$ cat src/rtl/multicycle_alu.sv
`default_nettype none
// ============================================================================
// Module   : multicycle_alu
// Purpose  : Valid/ready ALU. Most opcodes finish one edge after accept; the
//            unsigned divide and remainder opcodes run a restoring divider
//            that produces one quotient bit per cycle.
// Ports    : i_clk, i_reset           clock, synchronous active-high reset
//            i_valid / o_ready        request handshake
//            i_op, i_arg_A, i_arg_B   opcode and operands, sampled at accept
//            o_valid / i_ready        result handshake
//            o_result, o_status       result and flags {parity,err,ovf,zero}
// Revision : 1.0  initial release
// ============================================================================
module multicycle_alu #(
    parameter int N = 4,
    parameter int M = 8
) (
    input  logic         i_clk,
    input  logic         i_reset,
    input  logic         i_valid,
    output logic         o_ready,
    input  logic [N-1:0] i_op,
    input  logic [M-1:0] i_arg_A,
    input  logic [M-1:0] i_arg_B,
    output logic         o_valid,
    input  logic         i_ready,
    output logic [M-1:0] o_result,
    output logic [3:0]   o_status
);

    localparam int          CNT_W     = $clog2(M);
    localparam logic [1:0]  S_IDLE    = 2'd0;
    localparam logic [1:0]  S_DIV     = 2'd1;
    localparam logic [1:0]  S_DONE    = 2'd2;
    localparam logic [M-1:0] C_ONE    = M'(1);
    localparam logic [M-1:0] C_WIDTH  = M'(M);
    localparam logic [M-1:0] C_MIN    = {1'b1, {(M-1){1'b0}}};
    localparam logic [CNT_W-1:0] C_LAST = CNT_W'(M - 1);

    logic [1:0]       r_state;
    logic [M-1:0]     r_result;
    logic [3:0]       r_status;
    logic [M-1:0]     r_rem;
    logic [M-1:0]     r_quot;
    logic [M-1:0]     r_divisor;
    logic             r_is_mod;
    logic [CNT_W-1:0] r_cnt;

    logic [3:0]   w_op;
    logic         w_unused_op;
    logic         w_is_div;
    logic         w_b_zero;
    logic [M-1:0] w_add;
    logic [M-1:0] w_sub;
    logic [M-1:0] w_mag;
    logic [M-1:0] w_mag_neg;
    logic [M-1:0] w_a_neg;
    logic [M-1:0] w_res;
    logic         w_ovf;
    logic         w_err;

    logic [M:0]   w_div_shift;
    logic [M:0]   w_div_trial;
    logic         w_div_ge;
    logic [M-1:0] w_rem_next;
    logic [M-1:0] w_quot_next;
    logic [M-1:0] w_div_res;

    function automatic logic [3:0] f_flags(input logic [M-1:0] res,
                                           input logic ovf, input logic err);
        f_flags = {^res, err, ovf, (res == '0)};
    endfunction

    // Only the low four opcode bits carry meaning; the rest are folded away.
    assign w_op        = i_op[3:0];
    assign w_unused_op = ^i_op;
    assign w_is_div    = (w_op[3:1] == 3'b001);
    assign w_b_zero    = (i_arg_B == '0);

    assign w_add     = i_arg_A + i_arg_B;
    assign w_sub     = i_arg_A - i_arg_B;
    assign w_mag     = {1'b0, i_arg_A[M-2:0]};
    assign w_mag_neg = ~w_mag + C_ONE;
    assign w_a_neg   = ~i_arg_A + C_ONE;

    // Single-cycle results, also covering the divide-by-zero shortcut.
    always_comb begin
        w_res = '0;
        w_ovf = 1'b0;
        w_err = 1'b0;
        case (w_op)
            4'h0: begin
                w_res = w_add;
                w_ovf = (i_arg_A[M-1] == i_arg_B[M-1]) && (w_add[M-1] != i_arg_A[M-1]);
            end
            4'h1: begin
                w_res = w_sub;
                w_ovf = (i_arg_A[M-1] != i_arg_B[M-1]) && (w_sub[M-1] != i_arg_A[M-1]);
            end
            4'h2: begin
                w_res = '1;
                w_err = 1'b1;
            end
            4'h3: begin
                w_res = i_arg_A;
                w_err = 1'b1;
            end
            4'h4: w_res = (i_arg_B >= C_WIDTH) ? '0 : (i_arg_A >> i_arg_B);
            4'h5: w_res = {{(M-1){1'b0}}, ($signed(i_arg_A) < $signed(i_arg_B))};
            // Sign-magnitude negative zero maps naturally to 0 here.
            4'h6: w_res = i_arg_A[M-1] ? w_mag_neg : i_arg_A;
            4'h7: begin
                if (i_arg_A == C_MIN) begin
                    // Most negative value has no sign-magnitude form.
                    w_res = i_arg_A;
                    w_ovf = 1'b1;
                end else if (i_arg_A[M-1]) begin
                    w_res = {1'b1, w_a_neg[M-2:0]};
                end else begin
                    w_res = i_arg_A;
                end
            end
            default: w_err = 1'b1;
        endcase
    end

    // Restoring divider step. The partial remainder is always below the
    // divisor, so the shifted value fits in M+1 bits and the top bit of the
    // trial subtraction is a borrow flag.
    assign w_div_shift = {r_rem, r_quot[M-1]};
    assign w_div_trial = w_div_shift - {1'b0, r_divisor};
    assign w_div_ge    = ~w_div_trial[M];
    assign w_rem_next  = w_div_ge ? w_div_trial[M-1:0] : w_div_shift[M-1:0];
    assign w_quot_next = {r_quot[M-2:0], w_div_ge};
    assign w_div_res   = r_is_mod ? w_rem_next : w_quot_next;

    always_ff @(posedge i_clk) begin
        if (i_reset) begin
            r_state   <= S_IDLE;
            r_result  <= '0;
            r_status  <= '0;
            r_rem     <= '0;
            r_quot    <= '0;
            r_divisor <= '0;
            r_is_mod  <= 1'b0;
            r_cnt     <= '0;
        end else begin
            case (r_state)
                S_IDLE: begin
                    if (i_valid) begin
                        if (w_is_div && !w_b_zero) begin
                            r_state   <= S_DIV;
                            r_rem     <= '0;
                            r_quot    <= i_arg_A;
                            r_divisor <= i_arg_B;
                            r_is_mod  <= w_op[0];
                            r_cnt     <= '0;
                        end else begin
                            r_state  <= S_DONE;
                            r_result <= w_res;
                            r_status <= f_flags(w_res, w_ovf, w_err);
                        end
                    end
                end
                S_DIV: begin
                    r_rem  <= w_rem_next;
                    r_quot <= w_quot_next;
                    r_cnt  <= r_cnt + 1'b1;
                    if (r_cnt == C_LAST) begin
                        r_state  <= S_DONE;
                        r_result <= w_div_res;
                        r_status <= f_flags(w_div_res, 1'b0, 1'b0);
                    end
                end
                S_DONE: begin
                    if (i_ready) begin
                        r_state <= S_IDLE;
                    end
                end
                default: r_state <= S_IDLE;
            endcase
        end
    end

    assign o_ready  = (r_state == S_IDLE);
    assign o_valid  = (r_state == S_DONE);
    assign o_result = r_result;
    assign o_status = r_status;

endmodule
`default_nettype wire

$ cat config.mk
export PLATFORM = sky130hd
export DESIGN_NAME = multicycle_alu
export DESIGN_NICKNAME = d
export VERILOG_FILES = /design/src/rtl/multicycle_alu.sv
export SDC_FILE = /design/constraint.sdc
export NUM_CORES = 1
export LEC_CHECK = 0
export ABC_CLOCK_PERIOD_IN_PS = 5060
export CORE_ASPECT_RATIO = 2
export CORE_MARGIN = 1
export CORE_UTILIZATION = 30
export DETAILED_ROUTE_END_ITERATION = 10
export HOLD_SLACK_MARGIN = 0.05
export PLACE_DENSITY_LB_ADDON = 0.08
export REMOVE_ABC_BUFFERS = 1
export SLEW_MARGIN = 5
export SYNTH_ARGS = -nofsm -noshare
export SYNTH_HDL_FRONTEND = slang
export SYNTH_SLANG_ARGS = --single-unit
$ cat constraint.sdc
create_clock -name i_clk -period 5.06 [get_ports i_clk]
set_input_delay 1.265 -clock i_clk [delete_from_list [all_inputs] [get_ports i_clk]]
set_output_delay 1.265 -clock i_clk [all_outputs]
set_load 0.01 [all_outputs]
Word-level counts from Yosys, hierarchy flattened
Index checks and enable logic that the tools add are counted.
{"block": "op_classes", "n_eq_ne": 21, "n_bitwise": 3, "shifts": 1, "n_lt_le_gt_ge": 2, "muxes": 32, "reduce_logical": 17, "div_mod_pow": 0, "n_addsub": 6, "n_mul": 0}
{"cell": "$mux 8", "n": 13}
{"cell": "$pmux 8 s8", "n": 1}
{"cell": "$pmux 8 s2", "n": 3}
{"cell": "$logic_not 8->1", "n": 3}
{"cell": "$eq 4x3->1 const B", "n": 4}
{"cell": "$reduce_xor 8->1", "n": 2}
{"cell": "$mux 4", "n": 3}
{"cell": "$reduce_and 3->1", "n": 3}
{"cell": "$sub 9x8->9", "n": 1}
{"cell": "$add 8x1->8 const B", "n": 1}
{"cell": "$add 8x8->8", "n": 1}
{"cell": "$eq 4x2->1 const B", "n": 2}
{"cell": "$eq 8x8->1 const B", "n": 1}
{"cell": "$ge 8x4->1 const B", "n": 1}
{"cell": "$lt 8x8->1", "n": 1}
{"cell": "$mux 2", "n": 4}
{"cell": "$not 7->8", "n": 1}
{"cell": "$pmux 4 s2", "n": 1}
{"cell": "$shr 8x8->8", "n": 1}
{"cell": "$sub 8x8->8", "n": 1}
{"cell": "$add 7x1->7 const B", "n": 1}
{"cell": "$not 7->7", "n": 1}
{"cell": "$mux 3", "n": 2}
{"cell": "$ne 2x2->1 const B", "n": 3}
{"cell": "other kinds (21)", "n": 27}
{"block": "word_totals", "word_cells": 90, "latchBits": 0, "output_inout_bits": 14, "in_bits": 24, "regBits": 42, "ramBits": 0, "n_memories": 0, "romBits": 0}

Depth between registers and ports, before layout
Gate-level depths: netlist of run 1.
{"block": "depth", "depth_word": 9, "ltp_mapped": 18, "ltp_nobuf": 16}

Worst setup path after synthesis of run 1
Ideal clock, no wire load.
{"block": "synth_timing", "path_kind": "input -> register", "start": "input port i_arg_B[1]", "end": "register r_status[3] (netlist: o_status[3])", "cell_stages": 15, "t_required_ns": 4.928, "setup_time_ns": 0.132, "n_path_buf": 1, "slack_ns": 1.224, "arrival_time_ns": 3.703, "path_cell_list": "buf_2 > clkinv_1 > ha_1 > nor2b_1 > o21ai_0 > o21ai_0 > a31oi_1 > xnor2_1 > a21oi_1 > ha_1 > xnor2_1 > xnor2_1 > nand2_1 > o211ai_1 > a21oi_1"}
{"block": "synth_between", "elab_chain_cells": 7, "word_cells_on_any_way": 16, "cone_classes": "add/sub (2); order compare (2); eq/ne (1); shift (1); mux (5); reduce/logical (5)"}
{"item": "start, declared", "line_no": "24", "text": "input logic [M-1:0] i_arg_B,"}
{"item": "$ge 8x4->1 / $shr 8x8->8 (equally long branches)", "line_no": "108", "text": "4'h4: w_res = (i_arg_B >= C_WIDTH) ? '0 : (i_arg_A >> i_arg_B);"}
{"item": "$mux 8", "line_no": "108"}
{"item": "$pmux 8 s8", "line_no": "91", "text": "case (w_op)"}
{"item": "$reduce_xor 8->1", "line_no": "71", "text": "f_flags = {^res, err, ovf, (res == '0)};"}
{"item": "$mux 4", "line_no": "151", "text": "if (w_is_div && !w_b_zero) begin"}
{"item": "$mux 4", "line_no": "150", "text": "if (i_valid) begin"}
{"item": "$pmux 4 s2", "line_no": "148", "text": "case (r_state)"}
{"item": "end signal, assigned", "line_no": "161", "text": "r_status <= f_flags(w_res, w_ovf, w_err);"}
{"item": "end signal, assigned", "line_no": "172", "text": "r_status <= f_flags(w_div_res, 1'b0, 1'b0);"}
{"item": "end, declared", "line_no": "42", "text": "logic [3:0] r_status;"}
Parallel ways exist; a longest one is shown, timed or not. The select of a mux whose other input is x is not followed.
A chain may end at the register's enable or synchronous reset.

Worst setup path after layout of run 1
{"block": "layout_timing", "start": "input port i_arg_A[0]", "end": "register r_status[3] (netlist: o_status[3])"}
{"block": "layout_between", "elab_chain_cells": 9, "word_cells_on_any_way": 18, "cone_classes": "add/sub (4); order compare (1); eq/ne (1); shift (1); mux (8); bitwise (2); reduce/logical (1)"}
{"item": "start, declared", "line_no": "23", "text": "input logic [M-1:0] i_arg_A,"}
{"item": "$not 7->7", "line_no": "84", "text": "assign w_a_neg = ~i_arg_A + C_ONE;"}
{"item": "$add 7x1->7", "line_no": "84"}
{"item": "$mux 8", "line_no": "117", "text": "end else if (i_arg_A[M-1]) begin"}
{"item": "$mux 8", "line_no": "113", "text": "if (i_arg_A == C_MIN) begin"}
{"item": "$pmux 8 s8 (*)", "line_no": "91"}
{"item": "$reduce_xor 8->1 (*)", "line_no": "71"}
{"item": "$mux 4 (*)", "line_no": "151"}
{"item": "$mux 4 (*)", "line_no": "150"}
{"item": "$pmux 4 s2 (*)", "line_no": "148"}
Every way passes the cells marked *; elsewhere a longest branch is shown, timed or not. The select of a mux whose other input is x is not followed.

==> results by stage, run 1 <==
Power and ir drop:
- Across the VDD grid, the largest voltage drop is 123 uV.
- Dividing total power by cell area gives a power density of 219 nW/um^2.
- The fraction of power spent switching nets is 0.330.
- Total power for the finished layout comes to 1.05 mW.
- The internal power consumption is 704 uW.
- Of the total power, registers draw 0.340.
- Of the total power, combinational logic draws 0.347.
- The leakage power figure is 1.83 nW.
- The net load switching power is 347 uW.
- The part of the power in the clock network is 0.313.

Floorplan:
- The die covers 14100 sq um.
- The die is 84.5 um wide.
- The starting density of the core is 0.305.
- The count of standard-cell rows is 60.
- In this run the count of I/O pins placed on the die edge is 38.
- After floorplanning, the core was sized to cover 13400 sq um.
- The die span in y is 167 um.

Clock network:
- CTS placed an instance of clkbuf_16 at the clock tree root.
- The number of buffers on the longest clock path is 2.
- The H-tree depth reported by CTS is 2.
- The clock latency on the worst-skew pair is 0.29 ns.
- The TritonCTS clock tree is yes.
- The total number of clock tree sinks is 42.
- The number of buffers inserted to repair setup after CTS is 0.
- The total CTS buffers is 5.
- The clock input transition at the sequential cells of the worst setup and hold paths is 0.06 ns.
- The post-cts hold buffer count is 0.
- The post-cts gate resize count is 0.

Finish:
- The count of placed standard cells in the final layout, fillers left out is 709.
- The net count of the finished layout is 614.
- The most common cell after layout, fill and taps aside is nor2_1.
- The share of post-route cells with drive strength above 1 is 0.108.
- The antenna diode instance count is 0.
- From synthesis to final layout, the design area changed by 17.8%.
- The library cells used most frequently in the layout, excluding fill and tap cells, are nor2_1, dfxtp_1, clkdlybuf4s50_1.

Routing:
- The number of vias in the routed layout is 3916.
- For this block, the initial DRC count from the detailed router was 138.
- The aggregate routed wire length is 14.4 mm.
- The number of vias per cell after detailed routing is 5.52.
- The DRC violation count after routing is 2.
- Dividing the detail-routed wire length by the instance count gives 20.3 um.
- In this run the remaining antenna-violating nets after routing total 0.
- The number of detailed-route iterations in the first pass is 7.

STA:
- The worst pin sits at a relative slew slack of 0.488.
- The number of failing hold endpoints at the final stage is 0.
- The count of pins over their slew limit came to 0.
- The final cycle utilization of the critical path is 0.887.
- Setup repair after global routing left no endpoint under its margin.
- For the pin with the worst max-slew slack, the measured transition is 0.767 ns.
- The final setup TNS is 0 ns.
- The number of setup violations in the final report is 0.
- Setup slack on the critical path of the routed design comes to 0.572 ns.
- The final critical-path required period is 4.49 ns.
- The largest clock skew in the final design is 0.00555 ns.
- The timing-limited maximum frequency is 223 MHz.

Synth:
- The number of enable flip-flop cells after synthesis is 0.
- The average cell area after synthesis is 7.82 sq um.
- The top flip-flop cell by instance count after synthesis is dfxtp_1.
- The number of different library cells used by synthesis comes to 67.
- The sequential area share after synthesis is 0.206.
- The Yosys warning count is 0.
- The post-synthesis instance area is 4080 sq um.
- The synthesized design contains 42 register bits.
- The synthesized instance count is 522.
- The post-synthesis async set-or-reset flop share is 0.

Setup path:
- STA classifies the critical path endpoint as a register.
- The nature of the critical path startpoint is an input pin.
- Data on the critical path arrives at its endpoint at 4.66 ns.
- The critical path in this run is classified as in2reg.
- For the worst setup path, the data required time is 5.23 ns.
- The maximum fanout encountered on the critical timing path is 6.

Global route:
- The first global-routing pass estimated 22.5 mm of wire.
- The global route total overflow is 0.
- Entering global routing, the biggest net connects 28 pins.
- The number of antenna violations at the first check in global routing was 0.
- The number of global-route vias before repair is 4050.
- The overall fraction of global-route tracks in use is 0.211.

Place:
- The placement-stage worst setup slack is 0.328 ns.
- The congestion estimate from routability-driven global placement came to 0.884.
- The number of placed instances, taps included, is 701.
- Detailed placement finished with a half-perimeter wire length of 11.7 mm.
- The count of input and output buffers is 37.

Outcome:
- The flow ran to the end, but the final reports show violations.
- The final reports fail on design-rule violations.

Run:
- Across the run, the number of max-cap violations was 0.

Hold path:
- In this run the worst hold path is classified as reg2reg.
-- final timing paths --
path,end,slack [ns],start,cells past startpoint
setup / recovery,o_status[3]$_SDFFE_PP0P_,0.57,i_arg_A[0],16
hold / removal,o_status[2]$_SDFFE_PP0P_,0.47,o_status[2]$_SDFFE_PP0P_,2
setup reg to reg,o_status[3]$_SDFFE_PP0P_,0.98,r_quot[7]$_SDFFE_PP0P_,15
hold reg to reg,o_status[2]$_SDFFE_PP0P_,0.47,o_status[2]$_SDFFE_PP0P_,2
-- metal layers --
layer  vias to the layer above  global-route usage  wire, um
met4                         0               0.116       675
met2                        75               0.429      8320
met5                         -                   0         0
met3                        27              0.0109       210
li1                       1933                   -         -
met1                      1881               0.204      5200
-- synth_stat cells, types with 3 or more instances --
cell	count	share of area
a211oi_1	14	0.026
a21o_1	8	0.015
a21oi_1	31	0.038
a22oi_1	6	0.011
a2bb2oi_1	4	0.0086
a31o_2	5	0.011
a31oi_1	5	0.0077
and2_1	3	0.0046
buf_2	5	0.0061
buf_4	3	0.0055
clkbuf_1	27	0.025
dfxtp_1	42	0.21
fa_1	3	0.015
ha_1	34	0.10
inv_1	30	0.028
mux2_2	8	0.022
mux2i_1	26	0.064
nand2_1	23	0.021
nand2b_1	8	0.012
nand3_1	19	0.023
nand4_1	3	0.0046
nor2_1	66	0.061
nor2b_1	16	0.025
nor3_1	13	0.016
nor4_1	6	0.0092
o211ai_1	10	0.018
o21a_1	3	0.0055
o21ai_0	20	0.025
o21bai_1	4	0.0074
o22ai_1	4	0.0061
xnor2_1	17	0.036
xor2_1	6	0.013
-- worst max-delay path, cell delays in order --
cell and delay (ns):
clkdlybuf4s50_1 0.63, inv_1 0.15, ha_1 0.26, inv_1 0.08, fa_1 0.24, nand2_1 0.11, a21oi_1 0.30, mux2i_1 0.29
o21ai_0 0.12, nor3_1 0.34, ha_1 0.31, xnor2_1 0.17, xnor2_1 0.14, nand2_1 0.07, o211ai_1 0.11, a21oi_1 0.09
-- cells by family (layout without fill, tap and decap cells) --
kind of cell,after synthesis,count (layout),synth area share
AOI/OAI and AO/OA,137,137,0.232
xor gates and xnor gates,23,23,0.0494
adders and majority gates,37,37,0.119
buffers and inverters,69,101,0.0714
DFF,42,42,0.206
muxes,36,36,0.0951
and+or+nand+nor,178,178,0.228
-- power groups by stage --
| stage | clock network (mW) | registers [mW] | logic (mW) |
|---|---|---|---|
| after global placement | 0 | 0.365 | 0.366 |
| after detailed placement | 0 | 0.365 | 0.366 |
| after global routing | 0.351 | 0.359 | 0.401 |
| after CTS | 0.339 | 0.358 | 0.368 |
| after floorplan | 0 | 0.364 | 0.213 |
| final | 0.329 | 0.357 | 0.365 |
-- area by class of cell --
class | count | area, sq um
clock buffers | 7 | 143
clock inverters | 1 | 5.00
fillers | 1453 | 8560
inverters | 31 | 116
multi-input cells | 411 | 2950
flip-flops and latches | 42 | 841
well taps | 155 | 194
repair buffers | 62 | 558
-- state kept, by name, indices dropped and copies added (netlist names) --
signal / cells
o_result: 8
o_status: 4
r_cnt: 3
r_divisor: 8
r_is_mod: 1
r_quot: 8
r_rem: 8
r_state: 2
-- per-stage QoR --
step	hold slack [ns]	instance area (sq um)	utilization
after CTS	0.477	4800	0.360
after detailed placement	0.464	4660	0.349
after global placement	0.457	4660	0.349
after floorplan	0.460	3910	-
after global routing	0.491	4800	0.360
final	0.473	4800	0.360
Power figures use the tool's default switching activity.
==> run 2, diff against run 1 <==
--- a/config.mk
+++ b/config.mk
@@ -8,4 +8,5 @@
 export ABC_CLOCK_PERIOD_IN_PS = 5060
+export CAP_MARGIN = 20
 export CORE_ASPECT_RATIO = 2
-export CORE_MARGIN = 1
+export CORE_MARGIN = 10
 export CORE_UTILIZATION = 30
--- a/constraint.sdc
+++ b/constraint.sdc
@@ -3,2 +3,2 @@
 set_output_delay 1.265 -clock i_clk [all_outputs]
-set_load 0.01 [all_outputs]
+set_load 0.005 [all_outputs]
==> run 2 against run 1 <==
Compared with the run above: clock power increased by 9.1%; final cell count grew 0.71%; core utilization up 0.22 points; the run now ends clean; power is 3.4% higher.
==> results by stage, run 2 (synthesis results as in run 1) <==
Outcome:
- Outcome: finished clean (was complete, but fails checks).

Hold path:
- The class of the tightest hold or removal check is reg2reg (unchanged).

Power and ir drop:
- The power density relative to cell area is 224 nW/um^2 (was 219 nW/um^2).
- The highest ir drop seen on vdd is 101 uV (was 123 uV).
- The leakage power figure came to 1.86 nW (was 1.83 nW).

Routing:
- The number of detailed-route iterations in the first pass is 5 (was 7).
- The DRC violation count after routing is 0 (was 2).
- The number of vias in the routed layout is 4001 (was 3916).
- The number of vias per cell after detailed routing is 5.60 (was 5.52).
- The remaining antenna violation count after routing came to 0 (unchanged).
- The average detailed-routed wire length per instance is 22.1 um (was 20.3 um).
- The aggregate routed wire length is 15.8 mm (was 14.4 mm).
- The initial detailed-routing violation count is 128 (was 138).

Place:
- The total half-perimeter wirelength after legalization and detailed placement is 13.1 mm (was 11.7 mm).
- The count of input and output buffers is 37 (unchanged).
- The last weighted congestion value of the routability-driven placer is 0.917 (was 0.884).
- The total placed instance area is 4690 sq um (was 4660 sq um).

Clock network:
- The H-tree depth reported by CTS came to 2 (unchanged).
- The total number of clock tree sinks is 42 (unchanged).
- The post-cts gate resize count is 0 (unchanged).
- The root buffer cell was clkbuf_16 (unchanged).
- The clock latency on the worst-skew pair is 0.29 ns (about the same).
- The TritonCTS clock tree is yes (unchanged).
- The clock input transition at the sequential cells of the worst setup and hold paths is 0.06 ns (about the same).
- The total CTS buffers is 5 (unchanged).
- The post-cts hold buffer count is 0 (unchanged).
- The number of buffers inserted to repair setup after CTS is 0 (unchanged).
- The number of buffers on the longest clock path was 2 (unchanged).

Setup path:
- The setup slack of the worst register-to-register path is 0.98 ns (about the same).
- The worst reg-to-reg path cell count was 16 (was 15).
- The destination of the critical timing path is o_status[3]$_SDFFE_PP0P_ (unchanged).
- The data arrival time at the worst-slack endpoint is 4.64 ns (was 4.66 ns).
- The family with the most delay on the worst path is compound AO/OA/AOI/OAI gates (was buffers and inverters).
- The slowest stage cell on the critical path is clkdlybuf4s50_1 (unchanged).
- The buffers plus inverters on the worst setup path is 3 (unchanged).
- The launch point of the critical path is i_arg_A[0] (unchanged).
- The critical path's largest stage delay was 0.58 ns (was 0.63 ns).
- The maximum fanout encountered on the critical timing path came to 6 (unchanged).
- The terminus of the critical flop-to-flop path is o_status[3]$_SDFFE_PP0P_ (unchanged).
- The number of gates on the worst path with buffers counted was 16 (unchanged).
- The nature of the critical path startpoint is an input pin (unchanged).
- The critical register-to-register path startpoint is r_quot[7]$_SDFFE_PP0P_ (unchanged).
- The required time of the worst setup path is 5.24 ns (was 5.23 ns).
- The start-to-end type of the worst setup path is in2reg (unchanged).
- CP Cell Sequence: clkdlybuf4s50_1 -> inv_1 -> ha_1 -> inv_1 -> fa_1 -> nand2_1 -> a21oi_1 -> o21a_1 -> o211ai_1 -> a211oi_1 -> ha_1 -> xnor2_1 -> xnor2_1 -> nand2_1 -> o211ai_1 -> a21oi_1 (was clkdlybuf4s50_1 -> inv_1 -> ha_1 -> inv_1 -> fa_1 -> nand2_1 -> a21oi_1 -> mux2i_1 -> o21ai_0 -> nor3_1 -> ha_1 -> xnor2_1 -> xnor2_1 -> nand2_1 -> o211ai_1 -> a21oi_1).
- The endpoint kind of the worst setup timing path was a register (unchanged).

STA:
- Setup repair after global routing missed its margin: no (unchanged).
- The number of failing hold endpoints at the final stage is 0 (unchanged).
- The final cycle utilization of the critical path is 0.881 (was 0.887).
- The actual transition at the worst max-transition pin is 0.726 ns (was 0.767 ns).
- The number of setup violations in the final report is 0 (unchanged).
- The relative slew slack was 0.514 (was 0.488).
- The largest clock skew in the final design is 0.00598 ns (was 0.00555 ns).
- The count of pins over their slew limit came to 0 (unchanged).
- The final setup TNS is 0 ns (unchanged).
- The timing-limited maximum frequency is 224 MHz (was 223 MHz).
- The final critical-path required period came to 4.46 ns (was 4.49 ns).

Global route:
- The number of antenna violations at the first check in global routing is 0 (unchanged).
- The overall fraction of global-route tracks in use is 0.172 (was 0.211).
- The number of global-route vias before repair is 4181 (was 4050).
- The largest net degree at the start of global routing was 32 (was 28).
- The global route total overflow is 0 (unchanged).
- The global-route wire length before repair is 24.4 mm (was 22.5 mm).

Floorplan:
- The placeable core area was 13400 sq um (about the same).
- The number of top-level pins is 38 (unchanged).
- The die span in y was 185 um (was 167 um).
- The die area is 18900 sq um (was 14100 sq um).
- The count of standard-cell rows came to 60 (unchanged).
- The starting density of the core was 0.304 (was 0.305).
- The width of the die was 102 um (was 84.5 um).

Finish:
- The most common cell after layout, fill and taps aside is nor2_1 (unchanged).
- The area taken by flip-flops and latches is 841 sq um (unchanged).
- Leading cell types in the layout, fill and taps excluded: nor2_1, dfxtp_1, clkdlybuf4s50_1 (unchanged).
- The antenna diode instance count is 0 (unchanged).
- The final cell area excluding filler cells came to 4860 sq um (was 4800 sq um).
- The number of filler cells placed in the layout is 1435 (was 1453).
- The area taken by multi-input logic gates came to 2950 sq um (unchanged).
- The share of post-route cells with drive strength above 1 is 0.118 (was 0.108).
- The final net count was 619 (was 614).
- The area growth from synthesis to layout came to 19.1% (was 17.8%).

Run:
- The reported max-cap violation count is 0 (unchanged).
==> run 2: cell count changes in the layout (fill, tap and decap cells not counted) <==
cell,delta
clkbuf_8,+2
clkbuf_1,-1
clkinv_2,-1
buf_4,+5
==> run 2: power by group <==
group          internal (mW)  switching (mW)
clock                  0.224           0.135
combinational          0.165           0.207
sequential             0.345          0.0112
total                  0.733           0.353
==> run 2: per-layer routing <==
layer	track usage	share of wire	vias to the layer above
met2	0.341	0.58	81
met1	0.144	0.32	1927
li1	-	-	1949
met4	0.136	0.075	0
met3	0.0164	0.020	44
met5	0	0	-
==> run 2: cell type report <==
class	count	share of cell area
Inverter	31	0.0239
Multi-Input combinational cell	411	0.606
Tap cell	155	0.0399
Sequential cell	42	0.173
Clock buffer	8	0.0342
Timing Repair Buffer	67	0.123
==> run 2: per-stage QoR <==
stage	setup slack, ns	utilization	instances	power (mW)	hold slack (ns)
after CTS	0.607	0.362	714	1.10	0.455
final	0.600	0.362	714	1.09	0.453
after detailed placement	0.274	0.349	706	0.736	0.446
after floorplan	1.28	-	484	0.574	0.442
after global routing	0.286	0.362	714	1.15	0.471
after global placement	0.311	0.349	706	0.735	0.447
==> run 2: worst min-delay path by stage <==
stage / start / end / cells after the start
final: o_status[2]$_SDFFE_PP0P_ / o_status[2]$_SDFFE_PP0P_ / 2
after floorplan: o_status[2]$_SDFFE_PP0P_ / o_status[2]$_SDFFE_PP0P_ / 2
after CTS: o_status[2]$_SDFFE_PP0P_ / o_status[2]$_SDFFE_PP0P_ / 2
after global placement: o_status[2]$_SDFFE_PP0P_ / o_status[2]$_SDFFE_PP0P_ / 2
after detailed placement: o_status[2]$_SDFFE_PP0P_ / o_status[2]$_SDFFE_PP0P_ / 2
after global routing: o_status[2]$_SDFFE_PP0P_ / o_status[2]$_SDFFE_PP0P_ / 2
==> run 2: worst reg2reg max path, delay by kind of cell, from the launching register on <==
kind / cells / cell delay (ns)
compound gates: 6 / 1.45
fa+ha+maj: 3 / 0.87
flops: 1 / 0.33
xor+xnor: 2 / 0.35
simple gates: 1 / 0.27
mux: 1 / 0.37
buf+inv: 3 / 0.37
